## src/rtl/fpu_div_arbiter.sv

```systemverilog
// Round-robin sequencer that shares one multi-cycle divider among NUM_REQ requesters.
// One division in flight: IDLE -> CLEAR -> START -> WAIT -> RESP, with a WAIT timeout.
module fpu_div_arbiter #(
    parameter int unsigned FP_W           = 16,
    parameter int unsigned CC_W           = 4,
    parameter int unsigned FLAG_W         = 5,
    parameter int unsigned NUM_REQ        = 4,
    parameter int unsigned TIMEOUT_CYCLES = 64
) (
    input  logic                           clock,
    input  logic                           reset,
    input  logic [NUM_REQ-1:0]             reqValid,
    output logic [NUM_REQ-1:0]             reqReady,
    input  logic [NUM_REQ-1:0][FP_W-1:0]   reqIn1,
    input  logic [NUM_REQ-1:0][FP_W-1:0]   reqIn2,
    output logic [NUM_REQ-1:0]             rspValid,
    input  logic [NUM_REQ-1:0]             rspReady,
    output logic [FP_W-1:0]                rspOut,
    output logic [CC_W-1:0]                rspCondCodes,
    output logic [FLAG_W-1:0]              rspFlags,
    output logic                           rspTimeout,
    output logic                           divReset,
    output logic                           divStart,
    output logic [FP_W-1:0]                divIn1,
    output logic [FP_W-1:0]                divIn2,
    input  logic [FP_W-1:0]                divOut,
    input  logic                           divDone,
    input  logic [CC_W-1:0]                divCondCodes,
    input  logic [FLAG_W-1:0]              divFlags
);

    localparam int unsigned IdxW = (NUM_REQ > 1) ? $clog2(NUM_REQ) : 1;
    localparam int unsigned TmrW = $clog2(TIMEOUT_CYCLES);
    localparam logic [TmrW-1:0] TmrLast = TmrW'(TIMEOUT_CYCLES - 1);

    localparam logic [2:0] StIdle  = 3'd0;
    localparam logic [2:0] StClear = 3'd1;
    localparam logic [2:0] StStart = 3'd2;
    localparam logic [2:0] StWait  = 3'd3;
    localparam logic [2:0] StResp  = 3'd4;

    logic [2:0]        state_q, state_d;
    logic [IdxW-1:0]   rr_ptr_q, rr_ptr_d;
    logic [IdxW-1:0]   grant_idx_q, grant_idx_d;
    logic [FP_W-1:0]   op_a_q, op_a_d;
    logic [FP_W-1:0]   op_b_q, op_b_d;
    logic [TmrW-1:0]   timer_q, timer_d;
    logic [FP_W-1:0]   rsp_out_q, rsp_out_d;
    logic [CC_W-1:0]   rsp_cc_q, rsp_cc_d;
    logic [FLAG_W-1:0] rsp_flags_q, rsp_flags_d;
    logic              rsp_timeout_q, rsp_timeout_d;

    logic              req_found;
    logic [IdxW-1:0]   req_sel;
    logic [IdxW-1:0]   cand;
    logic [IdxW-1:0]   next_ptr;
    logic              rsp_active;

    // First valid requester at or after rr_ptr_q, wrapping modulo NUM_REQ.
    always_comb begin
        req_found = 1'b0;
        req_sel   = '0;
        cand      = '0;
        for (int unsigned o = 0; o < NUM_REQ; o++) begin
            cand = IdxW'((32'(rr_ptr_q) + o) % NUM_REQ);
            if (!req_found && reqValid[cand]) begin
                req_found = 1'b1;
                req_sel   = cand;
            end
        end
        next_ptr = IdxW'((32'(req_sel) + 1) % NUM_REQ);
    end

    always_comb begin
        state_d       = state_q;
        rr_ptr_d      = rr_ptr_q;
        grant_idx_d   = grant_idx_q;
        op_a_d        = op_a_q;
        op_b_d        = op_b_q;
        timer_d       = timer_q;
        rsp_out_d     = rsp_out_q;
        rsp_cc_d      = rsp_cc_q;
        rsp_flags_d   = rsp_flags_q;
        rsp_timeout_d = rsp_timeout_q;
        reqReady      = '0;
        rspValid      = '0;
        divStart      = 1'b0;

        case (state_q)
            StIdle: begin
                if (req_found) begin
                    reqReady[req_sel] = 1'b1;
                    op_a_d            = reqIn1[req_sel];
                    op_b_d            = reqIn2[req_sel];
                    grant_idx_d       = req_sel;
                    rr_ptr_d          = next_ptr;
                    state_d           = StClear;
                end
            end
            StClear: state_d = StStart;
            StStart: begin
                divStart = 1'b1;
                timer_d  = '0;
                state_d  = StWait;
            end
            StWait: begin
                // A done seen on the last timer cycle still returns the real result.
                if (divDone) begin
                    rsp_out_d     = divOut;
                    rsp_cc_d      = divCondCodes;
                    rsp_flags_d   = divFlags;
                    rsp_timeout_d = 1'b0;
                    state_d       = StResp;
                end else if (timer_q == TmrLast) begin
                    rsp_out_d     = '0;
                    rsp_cc_d      = '0;
                    rsp_flags_d   = '0;
                    rsp_timeout_d = 1'b1;
                    state_d       = StResp;
                end else begin
                    timer_d = timer_q + 1'b1;
                end
            end
            StResp: begin
                rspValid[grant_idx_q] = 1'b1;
                if (rspReady[grant_idx_q]) begin
                    state_d = StIdle;
                end
            end
            default: state_d = StIdle;
        endcase

        if (reset) begin
            reqReady = '0;
            rspValid = '0;
            divStart = 1'b0;
        end
    end

    assign rsp_active   = (state_q == StResp) && !reset;
    assign rspOut       = rsp_active ? rsp_out_q : '0;
    assign rspCondCodes = rsp_active ? rsp_cc_q : '0;
    assign rspFlags     = rsp_active ? rsp_flags_q : '0;
    assign rspTimeout   = rsp_active ? rsp_timeout_q : 1'b0;
    assign divReset     = reset | (state_q == StClear);
    assign divIn1       = op_a_q;
    assign divIn2       = op_b_q;

    always_ff @(posedge clock) begin
        if (reset) begin
            state_q       <= StIdle;
            rr_ptr_q      <= '0;
            grant_idx_q   <= '0;
            op_a_q        <= '0;
            op_b_q        <= '0;
            timer_q       <= '0;
            rsp_out_q     <= '0;
            rsp_cc_q      <= '0;
            rsp_flags_q   <= '0;
            rsp_timeout_q <= 1'b0;
        end else begin
            state_q       <= state_d;
            rr_ptr_q      <= rr_ptr_d;
            grant_idx_q   <= grant_idx_d;
            op_a_q        <= op_a_d;
            op_b_q        <= op_b_d;
            timer_q       <= timer_d;
            rsp_out_q     <= rsp_out_d;
            rsp_cc_q      <= rsp_cc_d;
            rsp_flags_q   <= rsp_flags_d;
            rsp_timeout_q <= rsp_timeout_d;
        end
    end

endmodule

```

## config.mk

```make
export PLATFORM = sky130hd
export DESIGN_NAME = fpu_div_arbiter
export DESIGN_NICKNAME = d
export VERILOG_FILES = /design/src/rtl/fpu_div_arbiter.sv
export SDC_FILE = /design/constraint.sdc
export NUM_CORES = 1
export LEC_CHECK = 0
export CAP_MARGIN = 40
export CELL_PAD_IN_SITES_DETAIL_PLACEMENT = 2
export CELL_PAD_IN_SITES_GLOBAL_PLACEMENT = 2
export CORE_MARGIN = 1.5
export CORE_UTILIZATION = 36
export CTS_CLUSTER_DIAMETER = 50
export DETAILED_ROUTE_END_ITERATION = 10
export DONT_BUFFER_PORTS = 1
export PLACE_DENSITY = 0.81
export SYNTH_ARGS = -nofsm -noshare
export SYNTH_HDL_FRONTEND = slang
export SYNTH_SLANG_ARGS = --single-unit
```

## constraint.sdc

```tcl
create_clock -name clock -period 4.85 [get_ports clock]
set_input_delay 0.97 -clock clock [delete_from_list [all_inputs] [get_ports clock]]
set_output_delay 0.97 -clock clock [all_outputs]
set_load 0.01 [all_outputs]
```

==> results_dict.tcl <==
set metrics [dict create \
    cts_sinks 71 \
    synth.top_cell.area_share_pct 35.24 \
    cts-root-buf "clkbuf_8" \
    ys_ff_latch 71 \
    drive_above_1_share_pct 14.04 \
    status "finished clean" \
    syn_inst 471 \
    grt_pass1_wl_mm 19.97 \
    crit_path_cell_trace "nor4_1, or4b_1, buf_4, or2_1, nor2_1" \
    routed_wl_mm 13.26 \
    yosysWarnings 0 \
    cp_max_fo 25 \
    fmax_mhz 280.3 \
    synth_edf_count 0 \
    gp_congestion 0.7712 \
    arrival_ps 2600 \
    worstPathRequired_ps 3880 \
    cts_tree "yes" \
    grt_max_degree 43 \
    clock_latency_ps 340 \
    pin_count 232 \
    maxCapViolations 0 \
    wl_per_cell_um 22.25 \
    cpPeakStageDelay_ps 600 \
    worst-r2r-cell-count 7 \
    place_area_mm2 0.004199 \
    p_leak_nw 1.592 \
    hold_path_depth 2 \
    layout_commonest_cell "dfxtp_1" \
    antenna_found_initial 0 \
    cts_htree_levels 3 \
    rows 38 \
    syn_area_mm2 0.004034 \
    cts.clk_slew.worst_paths_ps 80 \
    core_area_mm2 0.01089 \
    clk_path_buf_depth 2 \
    hold_violations 0 \
    slew_viol_final 0 \
    ant_nets 0 \
    design_area_mm2 0.004397 \
    power_per_cell_area_mw_per_mm2 363.1 \
    cts_inserted_buffers 9 \
    grt-ovfl-total 0 \
    synth_top_cell_by_area "dfxtp_1" \
    syn_to_final_growth_pct 8.995 \
    wl_met3_mm 1.113 \
    yosys-top-cells-area "dfxtp_1 35%, mux2i_1 8.9%, o211ai_2 8.4%, a211o_1 6.7%, a22oi_1 4.7%" \
    max_slew_margin_pct 51.42 \
    syn-num-nets 636 \
    ctsHoldBuffers 0 \
    drcViolationCount 0 \
    min_period_ps 3567 \
    drtIter0Drc 112 \
    min_period_over_period_pct 73.55 \
    final.setup.tns_ps 0 \
    cts_resized 0 \
    worstSetupPathType "in2out" \
    start_util_pct 37.05 \
    die_h_um 108.9 \
    ys_types 43 \
    syn_avg_cell_area_um2 8.564 \
    slowest_stage "nor4_1" \
    n_antenna_cell 0 \
    nets 616 \
    async_flop_share_pct 0 \
    hold_class "reg2reg" \
    end_kind "output pin" \
    firstDrtPassIters 4 \
    finClkSkew_ps 11.12 \
    worstMarginPinSlew_ps 722.7 \
    die_area_mm2 0.01185 \
    postCtsSetupBuffers 0 \
    die_w_um 108.9 \
    most-common-layout-cells "71 x dfxtp_1, 42 x nor2_1, 36 x nand2_1, 36 x mux2i_1, 35 x nand3_1" \
    ir_drop_mv 0.1468 \
    portBuffers 0 \
    track_usage_pct 21.74 \
    grt_pass1_vias 3874 \
    viasPerCell 6.121 \
    topRoutingLayerUsed "met4" \
    finalSetupViolCount 0 \
    dp.final_hpwl_mm 10.05 \
    ys_seq_area_share_pct 35.24 \
    start_kind "primary input" \
    grt_setup_unrepaired "no" \
    route.layer.met1.wl_mm 5.280 \
    wl_met2_mm 6.676 \
    synth_top_flop_cell "dfxtp_1" \
    vias 3648 \
]
cells by family after synthesis:
logic type / synth area share (%)
AOI/OAI and AO/OA: 28.75
xor gates and xnor gates: 1.086
adders and majority gates: 0.3101
buffers and inverters: 5.521
DFF: 35.24
muxes: 9.771
and+or+nand+nor: 19.32
stage by stage:
stage	util [%]	setup slack [ps]	hold WS, ps	instances	total power [mW]
after floorplan	-	1489	468.5	471	1.014
after global placement	37.54	1372	479.6	574	1.086
after detailed placement	38.57	1314	490.8	580	1.128
after CTS	40.38	1287	513.1	596	1.621
after global routing	40.38	1170	556.1	596	1.684
final	40.38	1283	504.6	596	1.596
cell usage after synthesis, types with 2 or more instances:
| cell | number |
|---|---|
| nor3_1 | 3 |
| a211oi_1 | 6 |
| mux2i_1 | 36 |
| nand3_1 | 35 |
| nor2_1 | 43 |
| dfxtp_1 | 71 |
| clkbuf_1 | 34 |
| a211o_1 | 31 |
| xnor2_1 | 4 |
| a22oi_1 | 25 |
| inv_1 | 6 |
| o21ai_0 | 33 |
| buf_2 | 7 |
| nor4_1 | 3 |
| and2_1 | 27 |
| a21oi_1 | 8 |
| o211ai_2 | 27 |
| and3_1 | 3 |
| nand2_1 | 36 |
| o211ai_1 | 4 |
| or2_1 | 2 |
| nand2b_1 | 4 |
| buf_6 | 3 |
area by class of cell:
class | instances | area [um^2]
inverter | 7 | 26.28
multi-input combinational | 349 | 2412
sequential | 71 | 1421
clock buffer | 10 | 127.6
clock inverter | 6 | 70.07
timing repair buffer | 13 | 163.9
fill | 1201 | 6491
tap | 140 | 175.2
critical path: cells and delay by family:
family / cells / cell delay, ps
buffers and inverters: 1 / 350
and+or+nand+nor: 4 / 1280
metal layers:
| metal | vias to the layer above | GRT usage [%] |
|---|---|---|
| met5 | - | 0 |
| met2 | 158 | 38.50 |
| met3 | 19 | 6.993 |
| li1 | 1680 | - |
| met1 | 1791 | 24.47 |
| met4 | 0 | 7.425 |
path summary, 6_finish.rpt:
check,startpoint,endpoint,slack [ps]
min reg2reg,rsp_out_q[5],rsp_out_q[5],500
max,reqValid[0],reqReady[2],1280
min,rsp_out_q[5],rsp_out_q[5],500
max reg2reg,rr_ptr_q[1],divIn1[12],2340
report_power, final:
group / total (mW) / internal, mW / switching, mW
Combinational: 0.394 / 0.157 / 0.236
Sequential: 0.718 / 0.643 / 0.0755
Clock: 0.485 / 0.240 / 0.244
state kept, by name, indices dropped and copies added, names as in the netlist:
name / cells
divIn1: 16
divIn2: 16
rsp_out_q: 16
timer_q: 6
rsp_flags_q: 5
rsp_cc_q: 4
state_q: 3
grant_idx_q: 2
rr_ptr_q: 2
rsp_timeout_q: 1
Note: power is estimated with default switching activity, not from simulation.
==> RTL change 1, RTL diff (same settings) <==
The parameter `FLAG_W` goes from 5 to 10.
--- a/src/rtl/fpu_div_arbiter.sv
+++ b/src/rtl/fpu_div_arbiter.sv
@@ -4,5 +4,5 @@
     parameter int unsigned FP_W           = 16,
     parameter int unsigned CC_W           = 4,
-    parameter int unsigned FLAG_W         = 5,
+    parameter int unsigned FLAG_W         = 10,
     parameter int unsigned NUM_REQ        = 4,
     parameter int unsigned TIMEOUT_CYCLES = 64
Ports: changed (resized divFlags and rspFlags); port bits go from 232 to 242. The function was not compared with the original's and may differ.
==> RTL change 1 against the original RTL <==
- cell area down 5.0%
- wire length down 12%
- sequential share of layout area up 4.1 points
- setup slack better by 0.27 ns
- largest cell class unchanged
- power up 5.0%
- hold slack worse by 0.0024 ns
- first-iteration DRC count up 7.1%
- die area down 4.2%
- via count down 13%
- sequential cell count up 5
- largest power group unchanged
- clock power up 22%
- sequential power up 6.8%
- area after synthesis down 4.3%
==> RTL change 1: results (changes against the original RTL) <==
Place
  • Placed instance count: 528 (was 580)
  • Pre-CTS setup slack: 1.59 ns (was 1.31 ns)
  • Area after DPL: 3940 sq um (was 4200 sq um)
  • RD Place Congestion: 0.754 (was 0.771)

Synthesis
  • Syn_nets: 590 (was 636)
  • Sequential share of the synthesized area: 0.394 (was 0.352)
  • Compound-gate portion of the synthesized area: 0.171 (was 0.288)
  • Largest family of logic cells by synthesized area: simple AND/OR/NAND/NOR gates (was compound AO/OA/AOI/OAI gates)
  • Adder-Cell Fraction of Synth Area: 0.00324 (was 0.00310)
  • Gate Count Post-Synth: 420 (was 471)
  • Synth area leaders: dfxtp_1 (39%), mux2i_1 (17%), o221ai_1 (7.3%) (was dfxtp_1 (35%), mux2i_1 (8.9%), o211ai_2 (8.4%))
  • Post-Synth XOR/XNOR Area: 0.00681 (was 0.0109)

Worst setup path
  • CP Launch Point: state_q[0]$_SDFFE_PP0P_ (was reqValid[0])
  • CP arrival: 2.32 ns (was 2.60 ns)
  • CP Capture Point: rspValid[1] (was reqReady[2])
  • Worst-path fanout max: 20 (was 25)
  • Reg-to-reg slack, setup: 2.72 ns (was 2.34 ns)
  • Reg2reg end: divIn2[0]$_SDFFE_PP0P_ (was divIn1[12]$_SDFFE_PP0P_)

Global routing
  • Largest net degree at the start of global routing: 64 (was 43)
  • Vias in the first global route: 3299 (was 3874)
  • Gr usage total: 0.193 (was 0.217)

Final layout
  • Layout cells sized above 1: 0.0760 (was 0.140)
  • Fillers: 1136 (was 1201)
  • Final net count: 573 (was 616)

STA
  • Slew @ Worst Pin: 0.694 ns (was 0.723 ns)
  • Clock skew: 0.0102 ns (was 0.0111 ns)
  • Worst Hold Slack: 0.502 ns (was 0.505 ns)

Hold path
  • Hold Startpoint: rsp_out_q[0]$_SDFFE_PP0P_ (was rsp_out_q[5]$_SDFFE_PP0P_)
  • Hold Path Sink: rsp_out_q[0]$_SDFFE_PP0P_ (was rsp_out_q[5]$_SDFFE_PP0P_)

Clock network
  • Worst-skew pair later-pin latency: 0.36 ns (was 0.34 ns)

Outcome
  • Status: finished clean (unchanged)

Detailed routing
  • Routed wire per std cell: 21.4 um (was 22.3 um)
  • DR vias/cell: 5.83 (was 6.12)

Power
  • Pleak: 1.57 nW (was 1.59 nW)
[RTL change 1: changes by cell type after synthesis, moves of 5 or more]
cell / delta
o211ai_2: -27
buf_2: +9
o221ai_1: +31
a22oi_1: +5
dfxtp_1: +5
a211oi_1: -5
clkbuf_1: -22
mux2i_1: +30
nand3_1: -32
o21ai_0: -31
a211o_1: -31
nor2_1: +7
[RTL change 1: layout make-up]
class / count / area share
multi-input cells: 304 / 0.510
flip-flops and latches: 76 / 0.364
well taps: 136 / 0.0408
clock buffers: 10 / 0.0306
clock inverters: 6 / 0.0267
repair buffers: 8 / 0.0240
inverters: 4 / 0.00360
[RTL change 1: cells by family (layout without fill, tap and decap cells)]
| family | count (synthesis) | count (layout) |
|---|---|---|
| AND/OR/NAND/NOR | 149 | 149 |
| XOR/XNOR | 3 | 3 |
| multiplexers | 67 | 67 |
| AO/OA/AOI/OAI | 84 | 84 |
| adder cells (fa/ha/maj) | 1 | 1 |
| flip-flops | 76 | 76 |
| buffers and inverters | 40 | 28 |
[RTL change 1: critical path, cell delays in order (launching register included)]
cell,delay [ns]
dfxtp_1,0.43
nor2_1,0.24
nand2_1,0.15
nor2_1,0.57
buf_4,0.32
nand2_1,0.07
nor2_1,0.19
[RTL change 1: routing by layer]
| layer | vias up | GRT usage | routed length [um] | part of all wire |
|---|---|---|---|---|
| met1 | 1540 | 0.205 | 4320 | 0.37 |
| li1 | 1488 | - | - | - |
| met2 | 133 | 0.354 | 6220 | 0.53 |
| met5 | - | 0 | 0 | 0 |
| met4 | 0 | 0.0714 | 164 | 0.014 |
| met3 | 13 | 0.0625 | 941 | 0.081 |
[RTL change 1: where the power goes]
part           leakage (nW)  internal [mW]  switching, mW
clock                 0.117          0.343          0.247
combinational         0.832          0.148          0.171
sequential            0.620          0.687         0.0798
==> RTL change 2, RTL diff (same flow settings) <==
Made on the original files. Register the outputs `rspFlags` and `rspTimeout`; this adds one clock of latency there. The other outputs are not delayed to match.
--- a/src/rtl/fpu_div_arbiter.sv
+++ b/src/rtl/fpu_div_arbiter.sv
@@ -141,6 +141,8 @@
     assign rspOut       = rsp_active ? rsp_out_q : '0;
     assign rspCondCodes = rsp_active ? rsp_cc_q : '0;
-    assign rspFlags     = rsp_active ? rsp_flags_q : '0;
-    assign rspTimeout   = rsp_active ? rsp_timeout_q : 1'b0;
+    always_ff @(posedge clock) begin
+        rspFlags   <= rsp_active ? rsp_flags_q : '0;
+        rspTimeout <= rsp_active ? rsp_timeout_q : 1'b0;
+    end
     assign divReset     = reset | (state_q == StClear);
     assign divIn1       = op_a_q;
Formal check against the unedited RTL: no difference found for any inputs over 4 cycles, from zero or initial values and one cycle with reset high; that may be too few to reach the edited logic, so the function may still have changed.
==> RTL change 2 against the original RTL <==
- critical path depth did not move
- sequential cell count up 6
- cell area increased by 2.4%
- area after synthesis increased by 2.4%
- setup slack better by 0.12 ns
- cell count shrank 6.2%
- wire length is 0.71% lower
- power up 15%
- clock power rose by 46%
- global-route usage decreased by 0.33 points
- largest power group unchanged
==> RTL change 2: results (changes against the original RTL) <==
Detailed routing
  • Wl on met1: 5200 um (was 5280 um)
  • Met2 wire length: 6550 um (was 6680 um)
  • Via count: 3392 (was 3648)
  • Routed wire per std cell: 23.6 um (was 22.3 um)
  • Initial drt markers: 116 (was 112)
  • Met3 wire len: 1150 um (was 1110 um)

STA
  • Slew HR: 0.591 (was 0.514)
  • Clock skew: 0.00707 ns (was 0.0111 ns)

Power
  • Worst vdd ir: 0.188 mV (was 0.147 mV)
  • Pleak: 1.63 nW (was 1.59 nW)

Hold path
  • Min-Delay Path Class: reg2reg (unchanged)

Global routing
  • GR Layer Usage met2: 0.367 (was 0.385)
  • Met1 Use GR: 0.248 (was 0.245)
  • First-pass GRT wire length: 19800 um (was 20000 um)
  • Initial antenna violation count: 2 (was 0)
  • Largest net degree at the start of global routing: 76 (was 43)
  • Gr usage total: 0.214 (was 0.217)

Outcome
  • Status: finished clean (unchanged)

Worst setup path
  • Worst stage delay on the critical path: 0.66 ns (was 0.60 ns)
  • Worst-path fanout max: 38 (was 25)
  • Delay-heaviest family, CP: simple AND/OR/NAND/NOR gates (unchanged)
  • Slowest CP cell: or3_4 (was nor4_1)

Clock network
  • Clock Tree Buf Depth: 2 (unchanged)
  • Root buffer cell: clkbuf_16 (was clkbuf_8)
  • Clock slew at reported path FFs: 0.06 ns (was 0.08 ns)

Synthesis
  • Synth top cells by count: dfxtp_1 (77), nor2_1 (62), mux2i_1 (47) (was dfxtp_1 (71), nor2_1 (43), mux2i_1 (36), nand2_1 (36), nand3_1 (35))
  • Syn_nets: 595 (was 636)
  • Synth area leaders: dfxtp_1 (37%), mux2i_1 (11%), a2111oi_2 (6.5%) (was dfxtp_1 (35%), mux2i_1 (8.9%), o211ai_2 (8.4%))
  • Synth unique cells: 44 (was 43)
  • Sequential share of the synthesized area: 0.373 (was 0.352)

Final layout
  • Final net count: 577 (was 616)
  • Fillers: 1222 (was 1201)
  • Layout cells sized above 1: 0.141 (was 0.140)

Place
  • RD Place Congestion: 0.813 (was 0.771)
  • HPWL Detailed: 9420 um (was 10000 um)
RTL change 2: cell types whose count changed in the layout (fill, tap and decap cells not counted), sizes merged, moves of 24 or more:
cell / delta
a211o: -31
o211ai: -30
nand3: -32
o21ai: -32
a2111oi: +37
nand2: -24
RTL change 2: through the flow:
step	setup WS (ns)	hold slack [ns]	cell area [sq um]	std cells
6_report	1.40	0.466	4500	559
5_1_grt	1.26	0.482	4500	559
4_1_cts	1.40	0.467	4500	557
3_5_place_dp	1.39	0.451	4190	541
3_3_place_gp	1.42	0.443	4170	540
2_1_floorplan	1.55	0.430	4130	430
RTL change 2: cell type report:
type                       count  area, sq um  share of cell area
inverter                       3         11.3             0.00250
tap                          140          175              0.0389
clock inverter                 7         81.3              0.0181
antenna                        2         5.00             0.00111
clock buffer                   9          225              0.0500
sequential                    77         1540               0.343
multi-input combinational    308         2360               0.523
timing repair buffer          13          105              0.0234
RTL change 2: kinds of logic after synthesis:
group	count (synthesis)	synth area share
compound gates	96	0.216
xor+xnor	4	0.00848
fa+ha+maj	1	0.00303
buf+inv	45	0.0636
flops	77	0.373
mux	49	0.122
simple gates	158	0.213
RTL change 2: report_power, final:
group          total (mW)  internal (mW)  switching, mW  leakage, nW
Sequential          0.765          0.692         0.0736        0.630
Clock               0.708          0.406          0.301        0.141
Combinational       0.365          0.150          0.215        0.859
RTL change 2: path summary, 6_finish.rpt:
path	slack [ns]	cells after the start	end	start
max	1.40	5	reqReady[1]	reqValid[2]
min reg2reg	0.47	1	rspFlags[0]$_SDFF_PN0_	rsp_flags_q[0]$_SDFFE_PP0P_
max reg2reg	1.93	7	divIn2[0]$_SDFFE_PP0P_	rr_ptr_q[1]$_SDFFE_PP0P_
min	0.47	1	rspFlags[0]$_SDFF_PN0_	rsp_flags_q[0]$_SDFFE_PP0P_
